==> src/rtl/alu_pkg.sv <==
// Shared definitions for the ALU issue/writeback stage: function codes,
// default operand width and the register-address width helper.
package alu_pkg;

  localparam int DATA_W_DEF = 16;
  localparam int FUNC_W     = 4;

  // Function codes understood by the ALU; the issue stage passes them through.
  localparam logic [FUNC_W-1:0] FUNC_ADD  = 4'd0;
  localparam logic [FUNC_W-1:0] FUNC_SUB  = 4'd1;
  localparam logic [FUNC_W-1:0] FUNC_ID   = 4'd2;
  localparam logic [FUNC_W-1:0] FUNC_NOT  = 4'd3;
  localparam logic [FUNC_W-1:0] FUNC_AND  = 4'd4;
  localparam logic [FUNC_W-1:0] FUNC_OR   = 4'd5;
  localparam logic [FUNC_W-1:0] FUNC_NAND = 4'd6;
  localparam logic [FUNC_W-1:0] FUNC_NOR  = 4'd7;
  localparam logic [FUNC_W-1:0] FUNC_XOR  = 4'd8;
  localparam logic [FUNC_W-1:0] FUNC_XNOR = 4'd9;
  localparam logic [FUNC_W-1:0] FUNC_LLS  = 4'd10;
  localparam logic [FUNC_W-1:0] FUNC_LRS  = 4'd11;
  localparam logic [FUNC_W-1:0] FUNC_ALS  = 4'd12;
  localparam logic [FUNC_W-1:0] FUNC_ARS  = 4'd13;
  localparam logic [FUNC_W-1:0] FUNC_TCP  = 4'd14;
  localparam logic [FUNC_W-1:0] FUNC_ZERO = 4'd15;

  // Register address width; a single-entry file still needs one address bit.
  function automatic int addr_w(input int n);
    return (n > 1) ? $clog2(n) : 1;
  endfunction

endpackage

==> src/rtl/alu_regfile.sv <==
// Architectural register file: one write port, three combinational read
// ports (two operand reads plus a debug read), synchronous active-high reset.
module alu_regfile
  import alu_pkg::*;
#(
  parameter int DATA_W    = DATA_W_DEF,
  parameter int REG_COUNT = 4,
  parameter int AW        = addr_w(REG_COUNT)
) (
  input  logic              clk,
  input  logic              reset,
  input  logic              we,
  input  logic [AW-1:0]     waddr,
  input  logic [DATA_W-1:0] wdata,
  input  logic [AW-1:0]     raddr_a,
  input  logic [AW-1:0]     raddr_b,
  input  logic [AW-1:0]     raddr_d,
  output logic [DATA_W-1:0] rdata_a,
  output logic [DATA_W-1:0] rdata_b,
  output logic [DATA_W-1:0] rdata_d
);

  logic [REG_COUNT-1:0][DATA_W-1:0] regs_q, regs_d;

  // Next register contents: only the addressed entry changes on a write.
  always_comb begin
    regs_d = regs_q;
    if (we) regs_d[waddr] = wdata;
  end

  // Register storage; reset clears every entry, register 0 included.
  always_ff @(posedge clk) begin
    if (reset) regs_q <= '0;
    else       regs_q <= regs_d;
  end

  assign rdata_a = regs_q[raddr_a];
  assign rdata_b = regs_q[raddr_b];
  assign rdata_d = regs_q[raddr_d];

endmodule

==> src/rtl/alu_issue_unit.sv <==
// Issue and writeback stage around a combinational ALU. One execute slot
// feeds the ALU; its result is written back when the consumer accepts it.
// Build option: define ALU_ISSUE_FWD_EN to forward the retiring result into
// the issuing instruction's operands; otherwise dependent instructions stall
// until the producer has written the register file.
module alu_issue_unit
  import alu_pkg::*;
#(
  parameter  int DATA_W    = DATA_W_DEF,
  parameter  int REG_COUNT = 4,
  localparam int AW        = addr_w(REG_COUNT)
) (
  input  logic              clk,
  input  logic              reset,
  // instruction in
  input  logic              in_valid,
  output logic              in_ready,
  input  logic [FUNC_W-1:0] in_func,
  input  logic [AW-1:0]     in_rs,
  input  logic [AW-1:0]     in_rt,
  input  logic [AW-1:0]     in_rd,
  input  logic              in_use_imm,
  input  logic [DATA_W-1:0] in_imm,
  // ALU interface
  output logic [DATA_W-1:0] alu_A,
  output logic [DATA_W-1:0] alu_B,
  output logic [FUNC_W-1:0] alu_FuncCode,
  input  logic [DATA_W-1:0] alu_C,
  input  logic              alu_OverflowFlag,
  // result out
  output logic              res_valid,
  input  logic              res_ready,
  output logic [DATA_W-1:0] res_data,
  output logic [AW-1:0]     res_rd,
  output logic              res_ovf,
  // status / debug
  output logic              ovf_sticky,
  input  logic              ovf_clear,
  input  logic [AW-1:0]     dbg_addr,
  output logic [DATA_W-1:0] dbg_data
);

  logic              ex_valid_q, ex_valid_d;
  logic [DATA_W-1:0] ex_a_q, ex_a_d;
  logic [DATA_W-1:0] ex_b_q, ex_b_d;
  logic [FUNC_W-1:0] ex_func_q, ex_func_d;
  logic [AW-1:0]     ex_rd_q, ex_rd_d;
  logic              ovf_q, ovf_d;

  logic              fire, accept, hazard;
  logic [DATA_W-1:0] rf_a, rf_b;
  logic [DATA_W-1:0] op_a, op_b;

  assign fire = ex_valid_q && res_ready;

  alu_regfile #(
    .DATA_W   (DATA_W),
    .REG_COUNT(REG_COUNT),
    .AW       (AW)
  ) u_rf (
    .clk    (clk),
    .reset  (reset),
    .we     (fire),
    .waddr  (ex_rd_q),
    .wdata  (alu_C),
    .raddr_a(in_rs),
    .raddr_b(in_rt),
    .raddr_d(dbg_addr),
    .rdata_a(rf_a),
    .rdata_b(rf_b),
    .rdata_d(dbg_data)
  );

`ifdef ALU_ISSUE_FWD_EN
  // Operand select: the result retiring this cycle overrides the stale entry.
  always_comb begin
    op_a   = (fire && (in_rs == ex_rd_q)) ? alu_C : rf_a;
    op_b   = (fire && (in_rt == ex_rd_q)) ? alu_C : rf_b;
    hazard = 1'b0;
  end
`else
  // Operand select and stall: any read of the pending destination waits
  // until the producer has retired and the file holds the new value.
  always_comb begin
    op_a   = rf_a;
    op_b   = rf_b;
    hazard = ex_valid_q && ((in_rs == ex_rd_q) || (!in_use_imm && (in_rt == ex_rd_q)));
  end
`endif

  assign in_ready = (!ex_valid_q || fire) && !hazard;
  assign accept   = in_valid && in_ready;

  // Execute slot and sticky overflow next-state.
  always_comb begin
    ex_valid_d = ex_valid_q;
    ex_a_d     = ex_a_q;
    ex_b_d     = ex_b_q;
    ex_func_d  = ex_func_q;
    ex_rd_d    = ex_rd_q;
    if (accept) begin
      ex_valid_d = 1'b1;
      ex_a_d     = op_a;
      ex_b_d     = in_use_imm ? in_imm : op_b;
      ex_func_d  = in_func;
      ex_rd_d    = in_rd;
    end else if (fire) begin
      ex_valid_d = 1'b0;
    end

    // A fresh overflow wins over a clear arriving in the same cycle.
    ovf_d = ovf_q;
    if (ovf_clear)                ovf_d = 1'b0;
    if (fire && alu_OverflowFlag) ovf_d = 1'b1;
  end

  // Execute slot and status registers; reset drops any pending result.
  always_ff @(posedge clk) begin
    if (reset) begin
      ex_valid_q <= 1'b0;
      ex_a_q     <= '0;
      ex_b_q     <= '0;
      ex_func_q  <= '0;
      ex_rd_q    <= '0;
      ovf_q      <= 1'b0;
    end else begin
      ex_valid_q <= ex_valid_d;
      ex_a_q     <= ex_a_d;
      ex_b_q     <= ex_b_d;
      ex_func_q  <= ex_func_d;
      ex_rd_q    <= ex_rd_d;
      ovf_q      <= ovf_d;
    end
  end

  assign alu_A        = ex_a_q;
  assign alu_B        = ex_b_q;
  assign alu_FuncCode = ex_func_q;
  assign res_valid    = ex_valid_q;
  assign res_data     = alu_C;
  assign res_rd       = ex_rd_q;
  assign res_ovf      = alu_OverflowFlag;
  assign ovf_sticky   = ovf_q;

endmodule

==> config.mk <==
export PLATFORM = sky130hd
export DESIGN_NAME = alu_issue_unit
export DESIGN_NICKNAME = d
export VERILOG_FILES = /design/src/rtl/alu_pkg.sv /design/src/rtl/alu_regfile.sv /design/src/rtl/alu_issue_unit.sv
export SDC_FILE = /design/constraint.sdc
export NUM_CORES = 1
export LEC_CHECK = 0
export BUFFER_PORTS_ARGS = -buffer_cell sky130_fd_sc_hd__clkbuf_2
export CORE_ASPECT_RATIO = 0.75
export CORE_UTILIZATION = 30
export CTS_CLUSTER_DIAMETER = 200
export DETAILED_ROUTE_END_ITERATION = 16
export REMOVE_ABC_BUFFERS = 1
export SYNTH_ARGS = -nofsm -noshare
export SYNTH_HDL_FRONTEND = slang
export SYNTH_HIERARCHICAL = 1
export SYNTH_SLANG_ARGS = --single-unit
export TNS_END_PERCENT = 5
==> constraint.sdc <==
create_clock -name clk -period 6.89 [get_ports clk]
set_clock_uncertainty 0.15 [all_clocks]
set_input_delay 2.067 -clock clk [delete_from_list [all_inputs] [get_ports clk]]
set_output_delay 2.067 -clock clk [all_outputs]
set_load 0.02 [all_outputs]
==> results of run 1 <==
-- final cells by class --
type	count	area, sq um
inverter	1	3.75
timing repair buffer	131	676
tap	247	309
clock inverter	6	66.3
clock buffer	10	239
sequential	104	2080
fill	1872	12000
multi-input combinational	343	3390
-- synth_stat cells (2+ instances only) --
| library cell | number | area [sq um] |
|---|---|---|
| buf_4 | 25 | 188 |
| o21ai_0 | 2 | 10.0 |
| dfxtp_1 | 104 | 2080 |
| buf_2 | 15 | 75.1 |
| xor2_1 | 4 | 35.0 |
| nor2_1 | 16 | 60.1 |
| mux2_2 | 16 | 180 |
| mux4_2 | 48 | 1080 |
| nand3b_1 | 2 | 15.0 |
| nand2b_1 | 125 | 782 |
| mux2i_1 | 102 | 1020 |
| clkbuf_1 | 15 | 56.3 |
| nor2b_1 | 17 | 106 |
-- cells by family after synthesis --
| family | count (synthesis) |
|---|---|
| AO/OA/AOI/OAI | 6 |
| XOR/XNOR | 4 |
| flip-flops | 104 |
| multiplexers | 166 |
| AND/OR/NAND/NOR | 167 |
| buffers and inverters | 59 |
-- per-stage QoR --
stage	hold slack, ns	power, W	setup WS [ns]	instances
5_1_grt	0.343	0.00144	1.16	842
3_3_place_gp	0.307	0.000844	1.23	826
6_report	0.325	0.00137	1.22	842
2_1_floorplan	0.314	0.000753	1.86	448
3_5_place_dp	0.314	0.000849	1.21	826
4_1_cts	0.327	0.00139	1.21	842
-- path summary, 6_finish.rpt --
check	to	slack, ns	cells past startpoint	from
max	dbg_data[13]	1.22	3	dbg_addr[1]
min	alu_A[0]	0.33	2	alu_A[0]
max reg2reg	alu_B[2]	4.22	5	res_rd[0]
min reg2reg	alu_A[0]	0.33	2	alu_A[0]
-- worst min-delay path, stage by stage, from the launching register on --
cell and delay, ns:
dfxtp_1 0.32, nand2b_1 0.06, mux2i_1 0.05
-- power groups by stage --
stage               combinational [W]  sequential, W  clock (W)
finish                       0.000200       0.000633   0.000537
global route                 0.000215       0.000635   0.000586
CTS                          0.000203       0.000633   0.000556
detailed placement           0.000202       0.000647          0
global placement             0.000198       0.000645          0
floorplan                   0.0000973       0.000656          0
-- registers in the layout, indices dropped and copies added, names as in the netlist --
| register | cells |
|---|---|
| u_rf/regs_q | 64 |
| alu_FuncCode | 4 |
| ovf_sticky | 1 |
| alu_A | 16 |
| res_valid | 1 |
| res_rd | 2 |
| alu_B | 16 |
-- per-layer routing --
layer	share of wire (%)	track usage, %
met4	1.3	4.09
met3	4.5	3.48
met2	45	23.8
met5	0	0
met1	49	20.9
==> flow_metrics.env, run 1 <==
export IMPL_postRouteAntennaNets=0
export IMPL_cts_tree="yes"
export IMPL_start_kind="input pin"
export IMPL_setup_viol=0
export IMPL_post_drt_wl_per_cell_um=17.0
export IMPL_max_freq_mhz=176
export IMPL_dieArea_sq_um=20000
export IMPL_cp_max_fo=16
export IMPL_avgSynthCellArea_sq_um=11.5
export IMPL_final_area_sq_um=6770
export IMPL_yosysWarnings=6
export IMPL_synth_cell_types=28
export IMPL_clock_sinks=104
export IMPL_cts_setup_buffers=0
export IMPL_die_h_um=123
export IMPL_clkLatencyLatePin_ns=0.35
export IMPL_holdBufCountCts=0
export IMPL_pwr_share_seq_pct=46.2
export IMPL_syn_inst=506
export IMPL_rsz0062_at_grt="false"
export IMPL_clkPwrFrac_pct=39.2
export IMPL_comb_power_share_pct=14.6
export IMPL_drv_cap=0
export IMPL_switchingPower_w=0.000368
export IMPL_synth_xor_area_share_pct=0.600
export IMPL_synthMuxAreaShare_pct=39.1
export IMPL_critical_path_top_delay_family="buffers and inverters"
export IMPL_ys_ff_latch=104
export IMPL_layout_common_cells="nand2b_1 (125), clkbuf_2 (123), dfxtp_1 (104), mux2i_1 (102), mux4_2 (48)"
export IMPL_synthAdderAreaFrac_pct=0
export IMPL_crit_top_cell="clkbuf_2"
export IMPL_syn_area_sq_um=5840
export IMPL_nNetsFinal=641
export IMPL_num_rows=43
export IMPL_slew_viol_final=0
export IMPL_vias=4020
export IMPL_critPathRequiredTime_ns=4.67
export IMPL_grt_usage_pct=15.2
export IMPL_routed_wl_mm=14.3
export IMPL_ir_drop_uv=134
export IMPL_synth_compound_area_share_pct=0.772
export IMPL_max_slew_margin_rel_pct=31.6
export IMPL_initial_core_util_pct=31.1
export IMPL_overflow=0
export IMPL_path_cells="clkbuf_2 -> mux4_2 -> clkbuf_2"
export IMPL_synth_simple_area_share_pct=17.6
export IMPL_drt_iter0_markers=192
export IMPL_port_buffers=124
export IMPL_cp_arrival_ns=3.45
export IMPL_grt_max_degree=96
export IMPL_n_antenna_cell=0
export IMPL_syn_to_final_growth_pct=16.0
export IMPL_io_pins=125
export IMPL_endpoint_kind="output pin"
export IMPL_core_area_sq_um=18800
export IMPL_layout_commonest_cell="nand2b_1"
export IMPL_min_path_type="flip-flop to flip-flop"
export IMPL_fin_setup_tns_ns=0
export IMPL_hold_viol_final=0
export IMPL_crit_slowest_cell="mux4_2"
export IMPL_fin_crit_ns=5.67
export IMPL_grt_pass1_wl_mm=22.7
export IMPL_worst_pin_slew_ns=1.03
export IMPL_fin_util_pct=36.1
export IMPL_synth_top_family_by_area="multiplexers"
export IMPL_power_density_nw_per_um2=202
export IMPL_fp_dieW_um=163
export IMPL_max_stage_delay_ns=0.62
export IMPL_p_int_w=0.00100
export IMPL_synthFlopType="dfxtp_1"
export IMPL_leakage_nw=2.98
export IMPL_synth_edf_count=0
export IMPL_place_congestion=0.719
export IMPL_grt_pass1_vias=4145
export IMPL_synthArstFlopShare_pct=0
export IMPL_path_buf_inv=2
export IMPL_outcome="finished, final reports clean"
export IMPL_dr_pass1_iters=4
export IMPL_swShare_pct=26.8
export IMPL_numCtsBuffers=9
export IMPL_clock_path_buffers=2
export IMPL_drive_above_1_share_pct=36.5
export IMPL_drc=0
export IMPL_clk_pin_slew_ns=0.07
export IMPL_ys_seq_area_share_pct=35.7
export IMPL_clockRootBuffer="clkbuf_16"
export IMPL_via_per_inst=4.77
export IMPL_fin_crit_sh_pct=82.2
export IMPL_htreeDepth=3
export IMPL_cts_resized=0
export IMPL_antenna_found_initial=0
export IMPL_critical_path_class="input pin to output pin"
export IMPL_hpwl_mm=9.44
export IMPL_placed_area_sq_um=6460
Note: power is estimated with default switching activity, not from simulation.
==> run 2: changes to the inputs <==
- clock period: 6.89 -> 5.1 ns (I/O delays scaled with it)
==> run 2 against run 1 <==
Setup slack got worse by 0.52 ns. Sequential share of layout area is 0.33 points lower. Via count is 1.8% higher. Power increased by 38%. Global-route usage grew 0.11 points. Die area unchanged. Combinational power up 38%. Register-to-register slack got worse by 1.7 ns. Clock power is 42% higher. Wire length increased by 2.0%. Critical path type unchanged. Critical endpoint is now dbg_data[3]. Largest cell class unchanged.
==> flow_metrics.env, run 2 (synthesis gave the netlist of run 1 again) <==
export IMPL_outcome="finished, final reports clean"
export IMPL_drt_iter0_markers=191
export IMPL_max_freq_mhz=228
export IMPL_grt_pass1_vias=4128
export IMPL_dr_pass1_iters=5
export IMPL_r2r_cells=5
export IMPL_nNetsFinal=645
export IMPL_min_path_cells=2
export IMPL_syn_to_final_growth_pct=17.2
export IMPL_largest_register_ff_count=64
export IMPL_grt_max_degree=142
export IMPL_layout_common_cells="nand2b_1 (125), clkbuf_2 (123), dfxtp_1 (104), mux2i_1 (102), mux4_2 (48)"
export IMPL_hold_viol_final=0
export IMPL_ir_drop_uv=137
export IMPL_core_area_sq_um=18800
export IMPL_clkLatencyLatePin_ns=0.35
export IMPL_max_slew_margin_rel_pct=21.0
export IMPL_cp_arrival_ns=2.71
export IMPL_max_stage_delay_ns=0.50
export IMPL_clockRootBuffer="clkbuf_16"
export IMPL_clock_path_buffers=2
export IMPL_setup_viol=0
export IMPL_worst_pin_slew_ns=1.19
export IMPL_fin_setup_tns_ns=0
export IMPL_critical_path_class="input pin to output pin"
export IMPL_dp_cells=830
export IMPL_path_buf_inv=3
export IMPL_n_antenna_cell=0
export IMPL_routed_wl_mm=14.6
export IMPL_drv_cap=0
export IMPL_clk_pin_slew_ns=0.07
export IMPL_dr_wl_met3_um=804
export IMPL_via_per_inst=4.84
export IMPL_grt_usage_pct=15.3
export IMPL_crit_slowest_cell="mux4_2"
export IMPL_antenna_found_initial=0
export IMPL_die_h_um=123
export IMPL_port_buffers=124
export IMPL_io_pins=125
export IMPL_cp_max_fo=7
export IMPL_layout_commonest_cell="nand2b_1"
export IMPL_hpwl_mm=9.81
export IMPL_drive_above_1_share_pct=36.7
export IMPL_holdCritStartpoint="alu_A[0]"
export IMPL_min_path_type="flip-flop to flip-flop"
export IMPL_cts_setup_buffers=0
export IMPL_pre_cts_ws_ns=0.686
export IMPL_fin_crit_ns=4.39
export IMPL_start_kind="input pin"
export IMPL_m1WireLength_mm=6.93
export IMPL_regToRegStartpoint="res_rd[0]"
export IMPL_clock_sinks=104
export IMPL_overflow=0
export IMPL_path_cells="clkbuf_2 -> buf_4 -> mux4_2 -> clkbuf_2"
export IMPL_initial_core_util_pct=31.1
export IMPL_critical_path_top_delay_family="buffers and inverters"
export IMPL_fin_crit_sh_pct=86.2
export IMPL_top_register="u_rf/regs_q"
export IMPL_fin_util_pct=36.4
export IMPL_stdcell_count=846
export IMPL_layout_setup_ws_ns=0.705
export IMPL_num_rows=43
export IMPL_holdBufCountCts=0
export IMPL_crit_top_cell="clkbuf_2"
export IMPL_reg2reg_slack_ns=2.57
export IMPL_cts_resized=0
export IMPL_num_fill_cells=1834
export IMPL_holdPathEnd="alu_A[0]"
export IMPL_place_congestion=0.734
export IMPL_dieArea_sq_um=20000
export IMPL_drc=0
export IMPL_htreeDepth=3
export IMPL_vias=4091
export IMPL_topRoutingLayerUsed="met4"
export IMPL_r2r_end="alu_B[2]"
export IMPL_numCtsBuffers=9
export IMPL_wl_met2_mm=6.62
export IMPL_fp_dieW_um=163
export IMPL_grt_pass1_wl_mm=22.7
export IMPL_power_density_nw_per_um2=277
export IMPL_leakage_nw=3.01
export IMPL_postRouteAntennaNets=0
export IMPL_whs_ns=0.322
export IMPL_rsz0062_at_grt="false"
export IMPL_post_drt_wl_per_cell_um=17.3
export IMPL_critPathRequiredTime_ns=3.42
export IMPL_endpoint_kind="output pin"
export IMPL_cts_tree="yes"
export IMPL_slew_viol_final=0
-- run 2: changes by cell type in the layout (fill, tap and decap cells not counted), sizes merged --
cell / change
buf: +4
clkinv: -2
clkinvlp: +2
inv: -2
bufinv: +1
clkbuf: +1
-- run 2: cell type report --
type,instances,area [sq um],share of cell area (%)
Tap cell,247,309,4.52
Sequential cell,104,2080,30.4
Multi-Input combinational cell,343,3390,49.6
Clock inverter,5,80.1,1.17
Clock buffer,11,243,3.55
Timing Repair Buffer,135,731,10.7
Inverter,1,3.75,0.0549
-- run 2: routing by layer --
metal,up-vias,GRT usage [%]
met5,-,0
met2,125,24.3
met3,20,3.68
li1,1957,-
met4,0,4.96
met1,1989,20.3
-- run 2: worst min-delay path, delay by kind of cell, from the launching register on --
family,cells,cell delay (ns)
DFF,1,0.31
and+or+nand+nor,1,0.06
muxes,1,0.05
-- run 2: stage by stage --
stage                     total power [W]  cell area [sq um]
after floorplan                   0.00102               5470
after global placement            0.00115               6520
after detailed placement          0.00116               6520
after CTS                         0.00193               6840
after global routing              0.00198               6840
final                             0.00190               6840
-- run 2: worst max-delay path by stage --
stage / cells past startpoint / from / end
3_5_place_dp: 4 / dbg_addr[1] / dbg_data[3]
4_1_cts: 4 / dbg_addr[1] / dbg_data[3]
3_3_place_gp: 4 / dbg_addr[1] / dbg_data[5]
6_report: 4 / dbg_addr[1] / dbg_data[3]
5_1_grt: 4 / dbg_addr[1] / dbg_data[3]
2_1_floorplan: 3 / in_rs[0] / in_ready
-- run 2: where the power goes --
part / internal, W / switching (W) / total (W)
Combinational: 0.000127 / 0.000149 / 0.000276
Sequential: 0.000835 / 0.0000209 / 0.000856
Clock: 0.000444 / 0.000320 / 0.000764
==> run 3: changes to the inputs <==
- ABC_CLOCK_PERIOD_IN_PS: not set -> 5100
- SYNTH_HIERARCHICAL: 1 -> not set
==> run 3 against run 2 <==
Die area fell by 6.0%. Sequential power fell by 0.5%. Utilization rose by 0.067 points. Register-to-register slack improved by 0.34 ns. Via count rose by 8.1%. First-iteration DRC count rose by 86%. Flip-flop and latch count did not move. Non-clock buffer count rose by 5. Sequential share of layout area rose by 1.7 points. Clock power fell by 16%. Global-route usage rose by 1.9 points. Largest cell class unchanged.
==> flow_metrics.env, run 3 <==
export IMPL_outcome="finished, final reports clean"
export IMPL_min_path_type="flip-flop to flip-flop"
export IMPL_critical_path_class="input pin to output pin"
export IMPL_synth_edf_count=0
export IMPL_grt_usage_pct=17.1
export IMPL_ir_drop_uv=115
export IMPL_max_stage_delay_ns=0.52
export IMPL_postRouteAntennaNets=0
export IMPL_synth_area_top_cells="dfxtp_1 (38%), mux4_2 (20%), nand2_1 (8.8%)"
export IMPL_crit_cells=4
export IMPL_crit_top_cell="clkbuf_2"
export IMPL_hold_viol_final=0
export IMPL_reg2reg_slack_ns=2.91
export IMPL_critPathRequiredTime_ns=3.42
export IMPL_placed_area_sq_um=6230
export IMPL_final_area_sq_um=6480
export IMPL_grt_pass1_wl_mm=23.7
export IMPL_grt_pass1_vias=4038
export IMPL_path_buf_inv=3
export IMPL_layout_common_cells="nand2_1 (129), clkbuf_2 (123), dfxtp_1 (104), a21oi_1 (66), mux4_2 (48)"
export IMPL_yosysTopAreaCellShare_pct=38.0
export IMPL_syn_inst=565
export IMPL_fin_setup_tns_ns=0
export IMPL_numCtsBuffers=9
export IMPL_clkLatencyLatePin_ns=0.35
export IMPL_core_area_sq_um=17800
export IMPL_via_per_inst=4.92
export IMPL_dp_cells=884
export IMPL_power_density_nw_per_um2=272
export IMPL_drive_above_1_share_pct=33.2
export IMPL_n_antenna_cell=0
export IMPL_place_congestion=0.718
export IMPL_htreeDepth=3
export IMPL_layout_setup_ws_ns=0.638
export IMPL_holdBufCountCts=0
export IMPL_hpwl_mm=10.6
export IMPL_syn_area_sq_um=5480
export IMPL_min_path_cells=2
export IMPL_clock_path_buffers=2
export IMPL_clk_pin_slew_ns=0.07
export IMPL_cts_setup_buffers=0
export IMPL_nNetsFinal=704
export IMPL_path_cells="clkbuf_2 -> buf_12 -> mux4_2 -> clkbuf_2"
export IMPL_cts_tree="yes"
export IMPL_max_freq_mhz=224
export IMPL_drv_cap=0
export IMPL_leakage_nw=2.55
export IMPL_drt_iter0_markers=356
export IMPL_synth_top_cell_by_area="dfxtp_1"
export IMPL_routed_wl_mm=15.6
export IMPL_start_kind="input pin"
export IMPL_endpoint_kind="output pin"
export IMPL_layout_commonest_cell="nand2_1"
export IMPL_port_buffers=124
export IMPL_cts_resized=0
export IMPL_synth_cell_types=26
export IMPL_slew_viol_final=0
export IMPL_clockRootBuffer="clkbuf_16"
export IMPL_dieArea_sq_um=18800
export IMPL_cp_max_fo=9
export IMPL_synthArstFlopShare_pct=0
export IMPL_yosysWarnings=0
export IMPL_worst_pin_slew_ns=1.03
export IMPL_stdcell_count=898
export IMPL_ys_seq_area_share_pct=38.0
export IMPL_fin_crit_ns=4.46
export IMPL_rsz0062_at_grt="false"
export IMPL_r2r_cells=4
export IMPL_antenna_found_initial=0
export IMPL_synth_most_common_cell="nand2_1"
export IMPL_num_rows=42
export IMPL_pre_cts_ws_ns=0.618
export IMPL_num_fill_cells=1863
export IMPL_synthFlopType="dfxtp_1"
export IMPL_ys_ff_latch=104
export IMPL_regArea_sq_um=2080
export IMPL_setup_viol=0
export IMPL_crit_slowest_cell="mux4_2"
export IMPL_overflow=0
export IMPL_syn_to_final_growth_pct=18.3
export IMPL_io_pins=125
export IMPL_dr_pass1_iters=5
export IMPL_fp_dieW_um=158
export IMPL_initial_core_util_pct=30.9
export IMPL_vias=4422
export IMPL_multiInputGateArea_sq_um=3070
export IMPL_fin_util_pct=36.5
export IMPL_cp_arrival_ns=2.78
export IMPL_max_slew_margin_rel_pct=31.4
export IMPL_avgSynthCellArea_sq_um=9.70
export IMPL_fin_crit_sh_pct=87.5
export IMPL_post_drt_wl_per_cell_um=17.3
export IMPL_synthTopCellsByCount="nand2_1 (129), dfxtp_1 (104), a21oi_1 (66), mux4_2 (48), nand2b_1 (47)"
export IMPL_grt_max_degree=88
export IMPL_top_register="u_rf.regs_q"
export IMPL_drc=0
export IMPL_clock_sinks=104
export IMPL_die_h_um=119
export IMPL_largest_register_ff_count=64
export IMPL_critical_path_top_delay_family="buffers and inverters"
[run 3: cells by family after synthesis]
family          count (synthesis)  synth area share, %
compound gates                 71                 6.82
xor+xnor                        4                0.639
buf+inv                        64                 6.25
flops                         104                 38.0
mux                           102                 29.9
simple gates                  220                 18.4
[run 3: layer usage]
layer	track usage, %	routed length (um)	share of wire, %
met4	5.29	270	1.7
met1	24.1	7430	48
met3	4.33	910	5.8
met2	25.6	6950	45
met5	0	0	0
[run 3: area by class of cell]
cell class | instances | share of cell area (%)
inverter | 1 | 0.0579
tap | 242 | 4.67
clock buffer | 13 | 3.86
clock inverter | 1 | 0.0772
multi-input combinational | 397 | 47.4
timing repair buffer | 140 | 11.8
sequential | 104 | 32.1
[run 3: through the flow]
stage               total power (W)  hold WS (ns)
floorplan                  0.000998         0.297
CTS                         0.00180         0.326
global route                0.00185         0.348
finish                      0.00177         0.323
detailed placement          0.00115         0.315
global placement            0.00115         0.312
[run 3: tightest hold or removal path, stage by stage (launching register included)]
cell	delay, ns
dfxtp_1	0.31
nand2b_1	0.06
a21oi_1	0.06
[run 3: where the power goes]
group | switching [W] | total [W] | internal [W]
Clock | 0.000298 | 0.000638 | 0.000339
Sequential | 0.0000173 | 0.000852 | 0.000835
Combinational | 0.000163 | 0.000277 | 0.000114
[run 3: path summary, 6_finish.rpt]
check	start	to
hold reg to reg	ovf_sticky	ovf_sticky
setup / recovery	dbg_addr[0]	dbg_data[8]
setup reg to reg	res_rd[0]	u_rf.regs_q[57]
hold / removal	ovf_sticky	ovf_sticky
